==> src/rtl/spi_arbiter.sv <==
// spi_arbiter
//   Shares one SPI byte engine and the flash chip select between two
//   requesters (port 0: CPU register path, port 1: flash streaming loader).
//   Grants whole chip-select transactions round-robin. Keeps SS high for a
//   guaranteed gap between owners. Rejects forbidden dual/quad commands when
//   they are written as the first byte of a transaction.
//
// Ports
//   CLK1, RESET                    clock, async active-high reset
//   cs_req*/vld*/dir*/wdata*       requester side (per port)
//   gnt*/done*/err*, rdata         requester status, captured read byte
//   eng_start/eng_dir/eng_wdata    byte engine command
//   eng_busy/eng_done/eng_rdata    byte engine status
//   SPI_SS                         flash chip select, active low
//
// state | meaning
// IDLE  | no owner, SS high, arbitrate pending requests
// OWNED | owner holds SS low, checks/launches the next byte or releases
// XFER  | byte in flight on the engine, waiting for eng_done
// FAULT | forbidden command rejected, SS high, wait for owner to drop cs_req
// GAP   | SS high for the inter-owner gap, down-counter to zero

module spi_arbiter #(
    parameter int unsigned GAP_CYCLES = 4
) (
    input  logic       CLK1,
    input  logic       RESET,
    input  logic       cs_req0,
    input  logic       cs_req1,
    input  logic       vld0,
    input  logic       vld1,
    input  logic       dir0,
    input  logic       dir1,
    input  logic [7:0] wdata0,
    input  logic [7:0] wdata1,
    output logic       gnt0,
    output logic       gnt1,
    output logic       done0,
    output logic       done1,
    output logic       err0,
    output logic       err1,
    output logic [7:0] rdata,
    output logic       eng_start,
    output logic       eng_dir,
    output logic [7:0] eng_wdata,
    input  logic       eng_busy,
    input  logic       eng_done,
    input  logic [7:0] eng_rdata,
    output logic       SPI_SS
);

    typedef enum logic [2:0] {
        IDLE  = 3'd0,
        GAP   = 3'd1,
        OWNED = 3'd2,
        XFER  = 3'd3,
        FAULT = 3'd4
    } state_t;

    state_t      state_q, state_d;
    logic        owner_q, owner_d;
    logic        last_q, last_d;
    logic        first_q, first_d;
    logic [3:0]  gap_cnt_q, gap_cnt_d;
    logic [1:0]  done_q, done_d;
    logic [1:0]  err_q, err_d;
    logic [7:0]  rdata_q, rdata_d;
    logic        eng_start_q, eng_start_d;
    logic        eng_dir_q, eng_dir_d;
    logic [7:0]  eng_wdata_q, eng_wdata_d;

    logic        own_req;
    logic        own_vld;
    logic        own_dir;
    logic [7:0]  own_wdata;
    logic        owned;
    logic        has_gnt;

    function automatic logic is_forbidden(input logic [7:0] cmd);
        logic hit;
        hit = 1'b0;
        case (cmd)
            8'h3B, 8'h6B, 8'hEB, 8'hBB,
            8'h77, 8'h32, 8'h92, 8'h94: hit = 1'b1;
            default:                     hit = 1'b0;
        endcase
        return hit;
    endfunction

    always_comb begin
        own_req   = owner_q ? cs_req1 : cs_req0;
        own_vld   = owner_q ? vld1    : vld0;
        own_dir   = owner_q ? dir1    : dir0;
        own_wdata = owner_q ? wdata1  : wdata0;
    end

    always_comb begin
        state_d     = state_q;
        owner_d     = owner_q;
        last_d      = last_q;
        first_d     = first_q;
        gap_cnt_d   = gap_cnt_q;
        done_d      = 2'b00;
        err_d       = 2'b00;
        rdata_d     = rdata_q;
        eng_start_d = 1'b0;
        eng_dir_d   = eng_dir_q;
        eng_wdata_d = eng_wdata_q;

        case (state_q)
            IDLE: begin
                if (cs_req0 && cs_req1) begin
                    owner_d = ~last_q;
                    first_d = 1'b1;
                    state_d = OWNED;
                end else if (cs_req0) begin
                    owner_d = 1'b0;
                    first_d = 1'b1;
                    state_d = OWNED;
                end else if (cs_req1) begin
                    owner_d = 1'b1;
                    first_d = 1'b1;
                    state_d = OWNED;
                end
            end

            OWNED: begin
                // A pending byte takes priority over release, so a requester
                // that drops cs_req with vld still high gets its byte first.
                if (own_vld && !eng_busy) begin
                    if (first_q && own_dir && is_forbidden(own_wdata)) begin
                        done_d[owner_q] = 1'b1;
                        err_d[owner_q]  = 1'b1;
                        state_d         = FAULT;
                    end else begin
                        eng_start_d = 1'b1;
                        eng_dir_d   = own_dir;
                        eng_wdata_d = own_dir ? own_wdata : 8'h00;
                        first_d     = 1'b0;
                        state_d     = XFER;
                    end
                end else if (!own_req) begin
                    last_d    = owner_q;
                    gap_cnt_d = 4'(GAP_CYCLES);
                    state_d   = GAP;
                end
            end

            XFER: begin
                if (eng_done) begin
                    rdata_d         = eng_rdata;
                    done_d[owner_q] = 1'b1;
                    state_d         = OWNED;
                end
            end

            FAULT: begin
                if (!own_req) begin
                    last_d    = owner_q;
                    gap_cnt_d = 4'(GAP_CYCLES);
                    state_d   = GAP;
                end
            end

            GAP: begin
                // Loaded with GAP_CYCLES and left at zero, so GAP lasts
                // GAP_CYCLES+1 cycles; together with IDLE that gives at least
                // GAP_CYCLES+2 cycles of SS high between owners.
                if (gap_cnt_q == 4'd0) begin
                    state_d = IDLE;
                end else begin
                    gap_cnt_d = gap_cnt_q - 4'd1;
                end
            end

            default: state_d = IDLE;
        endcase
    end

    always_ff @(posedge CLK1 or posedge RESET) begin
        if (RESET) begin
            state_q     <= IDLE;
            owner_q     <= 1'b0;
            last_q      <= 1'b1;
            first_q     <= 1'b0;
            gap_cnt_q   <= 4'd0;
            done_q      <= 2'b00;
            err_q       <= 2'b00;
            rdata_q     <= 8'h00;
            eng_start_q <= 1'b0;
            eng_dir_q   <= 1'b0;
            eng_wdata_q <= 8'h00;
        end else begin
            state_q     <= state_d;
            owner_q     <= owner_d;
            last_q      <= last_d;
            first_q     <= first_d;
            gap_cnt_q   <= gap_cnt_d;
            done_q      <= done_d;
            err_q       <= err_d;
            rdata_q     <= rdata_d;
            eng_start_q <= eng_start_d;
            eng_dir_q   <= eng_dir_d;
            eng_wdata_q <= eng_wdata_d;
        end
    end

    // SS and grants decode straight from the state flops, so reset raises SS
    // asynchronously and the chip select never sees a glitch from inputs.
    always_comb begin
        owned   = (state_q == OWNED) || (state_q == XFER);
        has_gnt = owned || (state_q == FAULT);
        gnt0    = has_gnt && !owner_q;
        gnt1    = has_gnt && owner_q;
        SPI_SS  = !owned;
    end

    assign done0     = done_q[0];
    assign done1     = done_q[1];
    assign err0      = err_q[0];
    assign err1      = err_q[1];
    assign rdata     = rdata_q;
    assign eng_start = eng_start_q;
    assign eng_dir   = eng_dir_q;
    assign eng_wdata = eng_wdata_q;

endmodule
==> config.mk <==
export PLATFORM = sky130hd
export DESIGN_NAME = spi_arbiter
export DESIGN_NICKNAME = d
export VERILOG_FILES = /design/src/rtl/spi_arbiter.sv
export SDC_FILE = /design/constraint.sdc
export NUM_CORES = 1
export LEC_CHECK = 0
export ABC_CLOCK_PERIOD_IN_PS = 1800
export CAP_MARGIN = 20
export CORE_UTILIZATION = 43
export CTS_BUF_LIST = sky130_fd_sc_hd__clkbuf_8
export CTS_CLUSTER_DIAMETER = 80
export CTS_CLUSTER_SIZE = 16
export DETAILED_ROUTE_END_ITERATION = 8
export GPL_TIMING_DRIVEN = 0
export PLACE_DENSITY = 0.85
export SYNTH_ARGS = -nofsm -noshare
export SYNTH_HDL_FRONTEND = slang
export SYNTH_SLANG_ARGS = --single-unit
==> constraint.sdc <==
create_clock -name CLK1 -period 1.8 [get_ports CLK1]
set_input_delay 0.18 -clock CLK1 [delete_from_list [all_inputs] [get_ports CLK1]]
set_output_delay 0.18 -clock CLK1 [all_outputs]
set_load 0.01 [all_outputs]
==> flow_metrics.tcl <==
set metrics [dict create \
    run_status "finished, violations left" \
    violations "setup timing" \
    hpwlAfterDp_um 3412 \
    finalCriticalPeriod_ps 2044 \
    worst-path-max-fanout 10 \
    synthCells 183 \
    grt_start_max_net_pins 23 \
    overflow 0 \
    cp-start-kind "flop" \
    ys_types 53 \
    vdd_drop_max_mv 0.9149 \
    clk_latency_ps 290 \
    tightest_slew_ps 547.0 \
    path_common_cell "buf_6" \
    yosys-top-cells-count "dfrtp_1 (31), mux2_2 (17), nand2_1 (16), nor2_1 (11), o31ai_1 (10)" \
    drive_gt1_share_pct 31.06 \
    die_w_um 67.49 \
    grt_pass1_vias 1796 \
    final_max_slew_viol_count 0 \
    ys_ff_latch 32 \
    synth_area_leaders "dfrtp_1 (42%), mux2_2 (10%), o31ai_1 (4.1%), nand2_1 (3.3%), mux2i_1 (2.7%)" \
    synth.cell_area_um2 1844 \
    grt_pass1_wl_um 8549 \
    routed-via-count 1883 \
    maxCapViolations 0 \
    drtIter0Drc 120 \
    avgSynthCellArea_um2 10.08 \
    cts_tree "done" \
    slowest_delay_ps 490 \
    final_cells 314 \
    synth_edf_count 0 \
    std_cell_rows 23 \
    finalNetCount 298 \
    maxSlewHeadroom_pct 63.42 \
    crit_type "reg -> reg" \
    gp_congestion 0.9505 \
    final-setup-viol-count 21 \
    hold_viol 0 \
    finalClockSkew_ps 3.245 \
    root_buffer "clkbuf_8" \
    drc 0 \
    dp_cells 293 \
    yosys_warnings 0 \
    synthesis.nets 218 \
    cts_made_buffers 5 \
    viasPerCell 5.997 \
    ys_seq_area_share_pct 43.49 \
    fin_area_um2 2948 \
    clk_pin_slew_ps 70 \
    rsz0062_at_grt "true" \
    antenna_found_initial 0 \
    cp.required_ps 2010 \
    synth_top_area_share_pct 42.06 \
    ant_nets 0 \
    tns_ps -3291 \
    final.fill_count 278 \
    yosys.cell_count.top_type "dfrtp_1" \
    core_area_um2 4058 \
    synthSimpleGateAreaFrac_pct 16.69 \
    endpoint_kind "flop" \
    hold_buffers 0 \
    diodes 0 \
    synth_compound_area_share_pct 19.81 \
    path_cells "buf_6, mux2i_2, or4_1, buf_6, a2111o_2, o21ai_2" \
    reg2reg_from "owner_q" \
    ys.flop_type "dfrtp_1" \
    power.leakage_nw 1.254 \
    setup_ws_ps -244.0 \
    hold_slack_ps 224.1 \
    r2r_slack_ps -240 \
    area_growth_pct 59.84 \
    io_pins 59 \
    start_util_pct 45.45 \
    dieArea_um2 4555 \
    reg2reg_to "eng_wdata[2]" \
    fp.dieH_um 67.49 \
    fin_util_pct 72.65 \
    wl_per_cell_um 16.80 \
    synth_fa_ha_area_share_pct 0.6784 \
    grtUsageTotal_pct 25.58 \
    max_freq_mhz 489.2 \
    yosys.area.top_type "dfrtp_1" \
    ys_async_sr_fraction_pct 100.0 \
    r2r_cells 6 \
    synth_top_family_by_area "compound AO/OA/AOI/OAI gates" \
    crit_slowest_cell "a2111o_2" \
    place_area_um2 2561 \
    worstPathArrival_ps 2260 \
    power_density_nw_per_um2 1455 \
    synthMuxAreaShare_pct 13.09 \
    htreeDepth 2 \
    hp-class "in -> async" \
    clock-sinks 32 \
    wl_um 5275 \
    portBuffers 58 \
    min_period_over_period_pct 113.6 \
    clockBufferDepth 2 \
    dr.pass1.iters 4 \
    synth_xor_area_share_pct 1.425 \
]
==> report_power, final <==
part / leakage [nW] / internal (mW) / switching, mW
combinational: 0.791 / 1.28 / 1.15
sequential: 0.403 / 1.01 / 0.172
clock: 0.0593 / 0.405 / 0.270
total: 1.25 / 2.70 / 1.59
==> stage by stage <==
stage / power, mW / setup WS [ps]
2_1_floorplan: 2.396 / -111.7
3_3_place_gp: 3.125 / -540.0
3_5_place_dp: 3.213 / -466.3
4_1_cts: 4.075 / -215.3
5_1_grt: 4.574 / -316.6
6_report: 4.290 / -244.0
==> kinds of logic (layout without fill, tap and decap cells) <==
kind of cell	Yosys count	after routing
buf+inv	18	98
flops	32	32
compound gates	51	52
mux	22	22
xor+xnor	3	3
fa+ha+maj	1	1
simple gates	56	56
==> placed cells by master (no fill, tap or decap), types with 3 or more instances in the layout <==
master / count
or3_1: 3
dfrtp_1: 31
and3_1: 3
buf_2: 4
nand2_1: 15
clkdlybuf4s50_1: 56
o31ai_1: 7
inv_1: 8
o22ai_1: 3
mux2_4: 4
buf_4: 6
mux2_2: 13
clkbuf_8: 5
nor2_1: 10
a21boi_0: 6
buf_6: 9
o31ai_2: 3
o21ai_1: 8
==> per-layer routing <==
| metal | GRT usage [%] | vias up | routed length [µm] |
|---|---|---|---|
| met1 | 30.46 | 898 | 2086 |
| met4 | 11.97 | 0 | 158 |
| met2 | 41.58 | 108 | 2620 |
| met5 | 0 | - | 0 |
| li1 | - | 850 | - |
| met3 | 8.108 | 27 | 409 |
==> worst max-delay path by stage <==
| stage | startpoint | to | slack, ps |
|---|---|---|---|
| global placement | vld1 | eng_wdata[1] | -540 |
| detailed placement | wdata0[4] | eng_wdata[2] | -470 |
| CTS | owner_q | eng_wdata[7] | -220 |
| finish | owner_q | eng_wdata[2] | -240 |
| floorplan | owner_q | eng_wdata[5] | -110 |
| global route | owner_q | eng_wdata[2] | -320 |
==> what timing repair did <==
action	in CTS	in global routing
resized for setup	34	21
buffers inserted	6	6
endpoints found under the setup margin	21	25
cloned	1	0
pin swaps	6	10
==> layout make-up <==
class / count / area [µm²] / share of cell area (%)
multi-input cells: 134 / 1120 / 37.99
inverters: 9 / 37.54 / 1.273
flip-flops and latches: 32 / 802.0 / 27.21
repair buffers: 72 / 724.4 / 24.58
clock inverters: 3 / 38.79 / 1.316
well taps: 50 / 62.56 / 2.122
clock buffers: 5 / 68.82 / 2.334
plain buffers: 9 / 93.84 / 3.183
==> flip-flops by register name (all words and copies together), names as in the netlist <==
| register | flops |
|---|---|
| gap_cnt_q | 4 |
| eng_start | 1 |
| state_q | 3 |
| last_q | 1 |
| rdata | 8 |
| err_q | 2 |
| done_q | 2 |
| eng_wdata | 8 |
| owner_q | 1 |
| eng_dir | 1 |
| first_q | 1 |
==> critical path, delay by kind of cell (launching register included) <==
kind / cells / cell delay (ps)
and+or+nand+nor: 1 / 430
buffers and inverters: 2 / 320
DFF: 1 / 370
muxes: 1 / 180
AOI/OAI and AO/OA: 2 / 660
No activity file was read; power rests on OpenSTA's default activity.
